[src/rtl/instr_decode_reg.sv]
// Instruction register and one-hot decoder that feeds the control FSM, with a stall-and-timeout fetch handshake.
// Optional build macro ILLEGAL_TRAP_EN adds an `illegal` flag for undefined SHIFT subcodes.
module instr_decode_reg #(
  parameter int MAX_WAIT = 15,
  parameter int CNT_W    = 8
) (
  input  logic        clock,
  input  logic        reset,
  input  logic        ir_load,
  input  logic [15:0] imem_data,
  input  logic        imem_valid,
  output logic        imem_req,
  output logic [26:0] opcode_out,
  output logic [7:0]  imm_out,
  output logic        ir_valid,
  output logic        busy,
  output logic        fetch_timeout
`ifdef ILLEGAL_TRAP_EN
  ,
  output logic        illegal
`endif
);

  localparam logic [26:0] NOOP_WORD = 27'h0000001;

  typedef enum logic {
    S_IDLE,
    S_WAIT
  } state_t;

  state_t           state, state_next;
  logic [CNT_W-1:0] cnt, cnt_next;
  logic             capture, timeout;

  // Bit numbers follow the order of the instruction set listing; undefined SHIFT subcodes map to NOOP.
  function automatic logic [22:0] decode_onehot(input logic [15:0] w);
    logic [4:0] idx;
    idx = 5'd0;
    case (w[15:12])
      4'h0:    idx = 5'd0;
      4'h1:    idx = 5'd1 + {3'b000, w[9:8]};
      4'hC:    idx = w[9] ? 5'd0 : (5'd15 + {4'b0000, w[8]});
      4'hD:    idx = 5'd17;
      4'hE:    idx = 5'd18;
      4'hF:    idx = 5'd19 + {3'b000, w[9:8]};
      default: idx = {1'b0, w[15:12]} + 5'd3;
    endcase
    return 23'd1 << idx;
  endfunction

  always_ff @(posedge clock) begin
    if (reset) begin
      state <= S_IDLE;
      cnt   <= '0;
    end else begin
      state <= state_next;
      cnt   <= cnt_next;
    end
  end

  always_comb begin
    state_next = state;
    cnt_next   = cnt;
    capture    = 1'b0;
    timeout    = 1'b0;
    case (state)
      S_IDLE: begin
        if (ir_load) begin
          if (imem_valid) begin
            capture = 1'b1;
          end else begin
            state_next = S_WAIT;
            cnt_next   = '0;
          end
        end
      end
      S_WAIT: begin
        // A word arriving on the expiry cycle still counts as a successful fetch.
        if (imem_valid) begin
          capture    = 1'b1;
          state_next = S_IDLE;
        end else if (cnt == CNT_W'(MAX_WAIT - 1)) begin
          timeout    = 1'b1;
          state_next = S_IDLE;
        end else begin
          cnt_next = cnt + CNT_W'(1);
        end
      end
      default: state_next = S_IDLE;
    endcase
  end

  assign imem_req = (state == S_WAIT) || ((state == S_IDLE) && ir_load);
  assign busy     = (state == S_WAIT);

  always_ff @(posedge clock) begin
    if (reset) begin
      opcode_out    <= NOOP_WORD;
      imm_out       <= 8'h00;
      ir_valid      <= 1'b0;
      fetch_timeout <= 1'b0;
    end else begin
      fetch_timeout <= timeout;
      if (capture) begin
        opcode_out <= {imem_data[11:10], imem_data[9:8], decode_onehot(imem_data)};
        imm_out    <= imem_data[7:0];
        ir_valid   <= 1'b1;
      end else if (timeout) begin
        opcode_out <= NOOP_WORD;
        imm_out    <= 8'h00;
        ir_valid   <= 1'b1;
      end
    end
  end

`ifdef ILLEGAL_TRAP_EN
  always_ff @(posedge clock) begin
    if (reset) begin
      illegal <= 1'b0;
    end else if (capture) begin
      illegal <= (imem_data[15:12] == 4'hC) && imem_data[9];
    end
  end
`endif

endmodule

[config.mk]
export PLATFORM = sky130hd
export DESIGN_NAME = instr_decode_reg
export DESIGN_NICKNAME = d
export VERILOG_FILES = /design/src/rtl/instr_decode_reg.sv
export SDC_FILE = /design/constraint.sdc
export NUM_CORES = 1
export LEC_CHECK = 0
export CAP_MARGIN = 20
export CELL_PAD_IN_SITES_DETAIL_PLACEMENT = 1
export CELL_PAD_IN_SITES_GLOBAL_PLACEMENT = 1
export CORE_UTILIZATION = 33
export CTS_CLUSTER_SIZE = 28
export DETAILED_ROUTE_END_ITERATION = 16
export PLACE_DENSITY_LB_ADDON = 0.08
export SETUP_SLACK_MARGIN = 0.1
export SLEW_MARGIN = 30
export SYNTH_ARGS = -nofsm -noshare
export SYNTH_HDL_FRONTEND = slang
export SYNTH_SLANG_ARGS = --single-unit
export TNS_END_PERCENT = 20
[constraint.sdc]
create_clock -name clock -period 2.35 [get_ports clock]
set_input_delay 0.705 -clock clock [delete_from_list [all_inputs] [get_ports clock]]
set_output_delay 0.705 -clock clock [all_outputs]
set_load 0.05 [all_outputs]
==> parameters.txt, run 1 <==
Parameter                              Value

Finish
  Growth of design area from synthesis to finish ... 56.5%
  Filler cell count in the final layout ... between 700 and 800
  Number of nets in the layout ... roughly 400
  Core occupancy in the finished layout ... between 50% and 60%
  Total inserted antenna cells ... 0
  Final cell count without fillers ... ~470
  Layout cells sized above 1 ... around 30%
  Finished Cell Area ... between 3000 and 4000 µm²

Power
  Clock power frac ... 31.8%
  Reported net switching power ... 571 µW
  P_leak ... about 0.0015 µW
  Share of total power consumed by net switching ... around 30%
  Cell Pwr Density ... around 510 nW/µm²
  Portion of total power attributed to sequential cells ... between 40% and 50%
  Internal portion of total power ... around 1300 µW
  Max IR drop VDD ... around 0.23 mV
  Power share of the combinational group ... approximately 26%

Placed design
  Placed cells ... between 400 and 500
  Global placement routability congestion ... between 0.8 and 0.9
  Sum of net half-perimeters after detailed placement ... about 5600 µm
  Cell area reported after detailed placement ... approximately 3400 µm²
  Pre-CTS setup slack ... -0.779 ns
  Number of port buffers ... 58

Hold path
  Min-Delay Startpoint ... ir_valid$_SDFFE_PP0P_
  Worst Hold Depth ... 2
  Worst min-delay path category ... reg2reg
  Worst hold endpoint ... ir_valid$_SDFFE_PP0P_

Global route
  Combined global-route utilization of all metal layers ... a little over a fifth
  Leftover overflow at the end of global routing ... 0
  Vias in the first global route ... approximately 2400
  Number of antenna violations at the first check in global routing ... 0
  Global-route wire length before repair ... between 10000 and 15000 µm
  Pin count of the biggest net entering global routing ... 27

STA
  Maximum operating frequency ... 0.443 GHz
  Final setup slack of the worst path ... approximately 0.095 ns
  Final number of hold-violating endpoints ... 0
  Share of the cycle needed by the critical path after routing ... 96.0%
  Pin slew with the least headroom to its limit ... approximately 0.53 ns
  RSZ-0062 raised after global routing ... yes
  Worst-case clock skew ... slightly below 0.008 ns
  Worst-case headroom to the max-slew limit ... roughly 64%
  Shortest clock period the worst path allows after layout ... about 2.3 ns
  Sum of negative setup slack ... 0 ns
  Setup violators final ... 0
  Number of max-slew violations in the final report ... 0

Floorplan
  Core Region ... between 6000 and 7000 µm²
  Full die area ... approximately 7600 µm²
  I/O pin total ... 59
  Standard-cell row count ... 30
  Vert. Die Dim ... ~87 µm
  Initial standard-cell utilization of the core ... 34.6%
  Horizontal die dimension ... 86.9 µm

Logic synthesis
  Library cell with the largest summed area after synthesis ... dfxtp_1
  Most common cell in the netlist ... dfxtp_1
  Synth top area cells ... dfxtp_1 (39%), ha_1 (5.8%), nor2_1 (4.7%), a22oi_1 (3.8%), nand3_1 (2.9%)
  Portion of the post-synthesis area used by sequential elements ... about two fifths
  Synthesized area ... between 2000 and 2500 µm²
  Post-synth EDFFs ... 0
  Number of nets produced by synthesis ... 293
  Mean area per synthesized cell ... between 9 and 10 µm²
  Top FF cell, synth ... dfxtp_1
  Post-synth cell types ... 61
  Number of standard cells after synthesis ... around 260
  Synthesis Warnings ... 0
  Async set-or-reset flop fraction in the synthesized netlist ... 0%
  Leading cell types by count after synthesis ... dfxtp_1 (46), nor2_1 (30), nand2_1 (15)
  Count of state elements after synthesis ... 46
  Top cell type's share of synthesized area ... between 30 and 40%

Detailed routing
  TritonRoute pass-1 iters ... 4
  Remaining DRCs ... 0
  Number of routed nets with antenna violations ... 0
  Wire length reported by the detailed router ... roughly 7400 µm
  Iteration-0 DRC Markers ... 96
  Post-DR vias/cell ... roughly 5
  Routed wire per std cell ... approximately 16 µm
  Vias ... around 2400

Clock tree
  Clock sinks ... 46
  Maximum level of the CTS H-tree ... 2
  TritonCTS clock tree ... done
  Hold_buf cts ... 0
  Total CTS buffers ... 5
  Insertion delay to the later sink of the worst-skew pair ... around 0.3 ns
  Clock root cell ... clkbuf_8
  Reg clk slew, reported paths ... 0.09 ns
  CTS Buffer Depth ... 2

Setup path
  Biggest fanout along the worst timing path ... 4
  Arrival time worst endpoint ... around 2.5 ns
  Kind of end point of the critical path ... flip-flop
  Worst Reg-to-Reg Cells ... 8
  Required time worst endpoint ... between 2 and 3 ns
  Reg-to-Reg Start ... cnt[0]$_SDFFE_PP0P_
  Crit Path Category ... in2reg
  Endpoint of the most critical register-to-register path ... cnt[7]$_SDFFE_PP0P_
  Worst reg2reg setup slack ... between 0.5 and 0.6 ns
  Nature of the critical path startpoint ... primary input

Flow run
  Maxcap violations ... 0

Run status
  Run status ... complete, no violations
## critical path, stage by stage
cell and delay, ns:
buf_2 0.12, buf_6 0.13, ha_4 0.17, nor4_4 0.34, o22a_2 0.25, buf_4 0.11, and3_1 0.25, nor2_2 0.10
o41ai_1 0.27
## sequential cells by signal, summed over array words and instances, names as in the netlist
register,flops
ir_valid,1
busy,1
fetch_timeout,1
cnt,8
imm_out,8
opcode_out,27
## placed cells by master (no fill, tap or decap), drive strengths merged, types with 5 or more instances in the layout
master,count
buf,59
clkdlybuf4s50,49
dfxtp,46
nor2,30
nand2,16
o21ai,15
nand3,14
a22oi,12
inv,12
ha,11
a21oi,9
xor2,7
and3,6
o31ai,6
clkbuf,5
nor4,5
## metal layers
layer / part of all wire, % / wire, µm / global-route usage, % / vias to the layer above
met2: 49 / 3600 / 36.4 / 55
met4: 1.8 / 136 / 5.76 / 0
met5: 0 / 0 / 0 / -
li1: - / - / - / 1169
met3: 3.6 / 268 / 3.22 / 11
met1: 46 / 3350 / 26.5 / 1146
## stage by stage
step	hold slack, ns	total power (µW)
2_1_floorplan	0.480	1080
3_3_place_gp	0.434	1270
3_5_place_dp	0.436	1270
4_1_cts	0.450	1920
5_1_grt	0.467	1990
6_report	0.446	1910
## cell type report
| cell class | count | area [µm²] | share of cell area [%] |
|---|---|---|---|
| clock buffers | 5 | 68.8 | 1.85 |
| flip-flops and latches | 46 | 921 | 24.7 |
| inverters | 11 | 46.3 | 1.24 |
| multi-input cells | 194 | 1530 | 41.1 |
| clock inverters | 3 | 43.8 | 1.18 |
| repair buffers | 113 | 995 | 26.7 |
| well taps | 96 | 120 | 3.23 |
## worst max-delay path by stage
stage	start	end	slack, ns	cells after the start
2_1_floorplan	imem_data[13]	opcode_out[14]$_SDFFE_PP0P_	0.04	7
3_3_place_gp	imem_data[12]	opcode_out[14]$_SDFFE_PP0P_	-0.67	8
3_5_place_dp	imem_data[12]	opcode_out[5]$_SDFFE_PP0P_	-0.78	8
4_1_cts	imem_data[12]	opcode_out[2]$_SDFFE_PP0P_	0.08	9
5_1_grt	imem_data[13]	opcode_out[0]$_SDFFE_PP1P_	-0.0001	9
6_report	imem_data[13]	opcode_out[0]$_SDFFE_PP1P_	0.09	9
## what timing repair did
item,4_1_cts,5_1_grt
setup endpoints to repair,25,16
buffers inserted,12,0
gates resized for setup,52,3
pin swaps,16,1
## kinds of logic (layout without fill, tap and decap cells)
kind of cell	count (synthesis)	after routing	share of synthesized area [%]
mux	1	1	0.473
flops	46	46	38.7
simple gates	102	102	25.1
fa+ha+maj	11	11	5.79
buf+inv	22	132	3.84
compound gates	72	72	23.1
xor+xnor	8	8	2.95
## power groups by stage
stage	Combinational, µW	Clock [µW]	Sequential (µW)
after floorplan	181	0	896
after global placement	436	0	829
after detailed placement	441	0	829
after CTS	486	620	811
after global routing	523	651	814
final	489	606	811
Power figures use the tool's default switching activity.
==> run 2, diff against run 1 <==
--- a/config.mk
+++ b/config.mk
@@ -8,11 +8,12 @@
 export CAP_MARGIN = 20
 export CELL_PAD_IN_SITES_DETAIL_PLACEMENT = 1
 export CELL_PAD_IN_SITES_GLOBAL_PLACEMENT = 1
-export CORE_UTILIZATION = 33
+export CORE_UTILIZATION = 37
 export CTS_CLUSTER_SIZE = 28
 export DETAILED_ROUTE_END_ITERATION = 16
 export PLACE_DENSITY_LB_ADDON = 0.08
 export SETUP_SLACK_MARGIN = 0.1
+export SKIP_LAST_GASP = 1
 export SLEW_MARGIN = 30
 export SYNTH_ARGS = -nofsm -noshare
 export SYNTH_HDL_FRONTEND = slang
==> constraint.sdc (replaced) <==
create_clock -name clock -period 2.4 [get_ports clock]
set_input_delay 0.72 -clock clock [delete_from_list [all_inputs] [get_ports clock]]
set_output_delay 0.72 -clock clock [all_outputs]
set_load 0.05 [all_outputs]
==> run 2 against run 1 <==
Compared with the run above: total power increased by 3.9%; die area down 11%; global-route usage is 3.5 points higher; worst hold slack better by 0.0018 ns; cell count down 5.3%.
==> parameters.txt, run 2 (synthesis results as in run 1) <==
Parameter                              Value

Finish
  Filler cell count in the final layout ... 676 (was 793)
  Layout cells sized above 1 ... 28.8% (was 30.6%)
  Most frequent standard cell in the layout excluding fill and tap cells ... clkdlybuf4s50_1 (was buf_4)
  Top reg by flops ... opcode_out (unchanged)
  Number of flip-flops under the largest register name ... 27 (unchanged)
  Commonest cells after routing, fill and taps aside ... clkdlybuf4s50_1 (50), buf_4 (48), dfxtp_1 (46) (was buf_4 (54), clkdlybuf4s50_1 (49), dfxtp_1 (46))
  Total inserted antenna cells ... 0 (unchanged)
  Finished Cell Area ... 3720 µm² (about the same)
  Top flop regs ... opcode_out: 27 flops, cnt: 8 flops, imm_out: 8 flops (unchanged)
  Growth of design area from synthesis to finish ... 56.4% (was 56.5%)
  Number of nets in the layout ... 398 (was 402)

Clock tree
  Hold_buf cts ... 0 (unchanged)
  CTS Buffer Depth ... 2 (unchanged)
  Clock sinks ... 46 (unchanged)
  Total CTS buffers ... 5 (unchanged)
  Clock root cell ... clkbuf_8 (unchanged)
  Insertion delay to the later sink of the worst-skew pair ... 0.30 ns (about the same)
  Maximum level of the CTS H-tree ... 2 (unchanged)
  Reg clk slew, reported paths ... 0.09 ns (about the same)
  TritonCTS clock tree ... done (unchanged)

Floorplan
  Vert. Die Dim ... 82.2 µm (was 86.9 µm)
  Horizontal die dimension ... 82.2 µm (was 86.9 µm)
  Core Region ... 6060 µm² (was 6870 µm²)
  I/O pin total ... 59 (unchanged)
  Full die area ... 6750 µm² (was 7550 µm²)
  Standard-cell row count ... 28 (was 30)
  Initial standard-cell utilization of the core ... 39.2% (was 34.6%)

STA
  Final number of hold-violating endpoints ... 0 (unchanged)
  RSZ-0062 raised after global routing ... yes (unchanged)
  Number of max-slew violations in the final report ... 0 (unchanged)
  Share of the cycle needed by the critical path after routing ... a little over nine tenths
  Final setup slack of the worst path ... 0.124 ns (was 0.0949 ns)
  Setup violators final ... 0 (unchanged)
  Worst-case headroom to the max-slew limit ... 63.9% (was 64.5%)
  Worst-case clock skew ... 0.00897 ns (was 0.00769 ns)
  Sum of negative setup slack ... 0 ns (unchanged)
  Final worst hold slack ... 0.448 ns (was 0.446 ns)
  Maximum operating frequency ... approximately 0.44 GHz
  Shortest clock period the worst path allows after layout ... around 2.3 ns
  Pin slew with the least headroom to its limit ... 0.539 ns (was 0.531 ns)

Detailed routing
  Iteration-0 DRC Markers ... 60 (was 96)
  Vias ... 2453 (was 2381)
  Wire length reported by the detailed router ... 7690 µm (was 7350 µm)
  Remaining DRCs ... 0 (unchanged)
  Routed wire per std cell ... 17.4 µm (was 15.7 µm)
  Post-DR vias/cell ... 5.54 (was 5.09)
  Number of routed nets with antenna violations ... 0 (unchanged)
  TritonRoute pass-1 iters ... 4 (unchanged)

Global route
  Pin count of the biggest net entering global routing ... 27 (unchanged)
  Combined global-route utilization of all metal layers ... 24.3% (was 20.8%)
  Leftover overflow at the end of global routing ... 0 (unchanged)
  Global-route wire length before repair ... 12300 µm (was 12200 µm)
  Vias in the first global route ... 2434 (was 2437)
  Number of antenna violations at the first check in global routing ... 0 (unchanged)

Hold path
  Worst min-delay path category ... reg2reg (unchanged)
  Worst Hold Depth ... 2 (unchanged)

Placed design
  Sum of net half-perimeters after detailed placement ... 5580 µm (was 5590 µm)
  Number of port buffers ... 58 (unchanged)
  Pre-CTS setup slack ... -0.700 ns (was -0.779 ns)
  Cell area reported after detailed placement ... 3360 µm² (was 3380 µm²)
  Global placement routability congestion ... 0.866 (was 0.840)

Setup path
  Arrival time worst endpoint ... 2.50 ns (was 2.45 ns)
  Crit Path Category ... in2reg (unchanged)
  Worst Reg-to-Reg Cells ... 4 (was 8)
  Required time worst endpoint ... 2.63 ns (was 2.54 ns)
  Kind of end point of the critical path ... flip-flop (unchanged)
  Nature of the critical path startpoint ... primary input (unchanged)
  Biggest fanout along the worst timing path ... 3 (was 4)

Power
  Max IR drop VDD ... 0.344 mV (was 0.227 mV)
  Cell Pwr Density ... 532 nW/µm² (was 512 nW/µm²)
  P_leak ... 0.00145 µW (about the same)
  Power consumption ... 1980 µW (was 1910 µW)

Run status
  Run status ... complete, no violations (unchanged)

Flow run
  Maxcap violations ... 0 (unchanged)
-- run 2: cell count changes in the layout (fill, tap and decap cells not counted), moves of 2 or more --
cell,delta
buf_12,+2
a21oi_2,-2
inv_4,-2
o31ai_2,-2
buf_4,-6
a21oi_1,+2
buf_2,-2
-- run 2: worst paths after layout --
check / startpoint / to / slack [ns]
min reg2reg: opcode_out[20]$_SDFFE_PP0P_ / opcode_out[20]$_SDFFE_PP0P_ / 0.45
max reg2reg: busy$_SDFF_PP0_ / opcode_out[4]$_SDFFE_PP0P_ / 0.56
max: imem_data[12] / opcode_out[14]$_SDFFE_PP0P_ / 0.12
min: opcode_out[20]$_SDFFE_PP0P_ / opcode_out[20]$_SDFFE_PP0P_ / 0.45
-- run 2: routing by layer --
layer,GRT usage (%),vias up,share of wire (%)
met5,0,-,0
met4,7.19,0,1.8
met2,41.7,56,50
met1,30.4,1216,44
li1,-,1168,-
met3,5.16,13,3.7
-- run 2: report_power, final --
part | internal, µW | switching (µW)
combinational | 215 | 268
sequential | 783 | 12.0
clock | 418 | 285
total | 1410 | 566
-- run 2: critical path: stages --
cell and delay, ns:
buf_12 0.09, inv_6 0.04, ha_4 0.16, or4b_4 0.53
a221o_1 0.40, a21oi_4 0.23, nand2_2 0.11, o31ai_2 0.21
-- run 2: per-stage QoR --
| step | utilization, % | cells |
|---|---|---|
| 5_1_grt | 61.4 | 443 |
| 6_report | 61.4 | 443 |
| 3_5_place_dp | 55.5 | 428 |
| 2_1_floorplan | - | 262 |
| 3_3_place_gp | 55.5 | 428 |
| 4_1_cts | 60.1 | 441 |
-- run 2: what timing repair did --
action                                  in CTS  in global routing
setup buffers                                5                  2
endpoints found under the setup margin      25                 24
pin swaps                                    9                  6
resized for setup                           36                 22
hold endpoints to repair                     0                  0
-- run 2: area by class of cell --
class	instances	area [µm²]	area share, %
clock inverter	3	68.8	1.85
clock buffer	5	68.8	1.85
sequential	46	921	24.7
timing repair buffer	109	1000	27.0
multi-input combinational	194	1510	40.6
tap	75	93.8	2.52
inverter	11	53.8	1.45
==> run 3, diff against run 2 <==
--- a/config.mk
+++ b/config.mk
@@ -9,7 +9,7 @@
 export CELL_PAD_IN_SITES_DETAIL_PLACEMENT = 1
 export CELL_PAD_IN_SITES_GLOBAL_PLACEMENT = 1
 export CORE_UTILIZATION = 37
-export CTS_CLUSTER_SIZE = 28
+export CTS_CLUSTER_SIZE = 14
 export DETAILED_ROUTE_END_ITERATION = 16
 export PLACE_DENSITY_LB_ADDON = 0.08
 export SETUP_SLACK_MARGIN = 0.1
==> results of run 3 <==
Same layout as run 2: the final DEF is identical, and so are final timing and power.
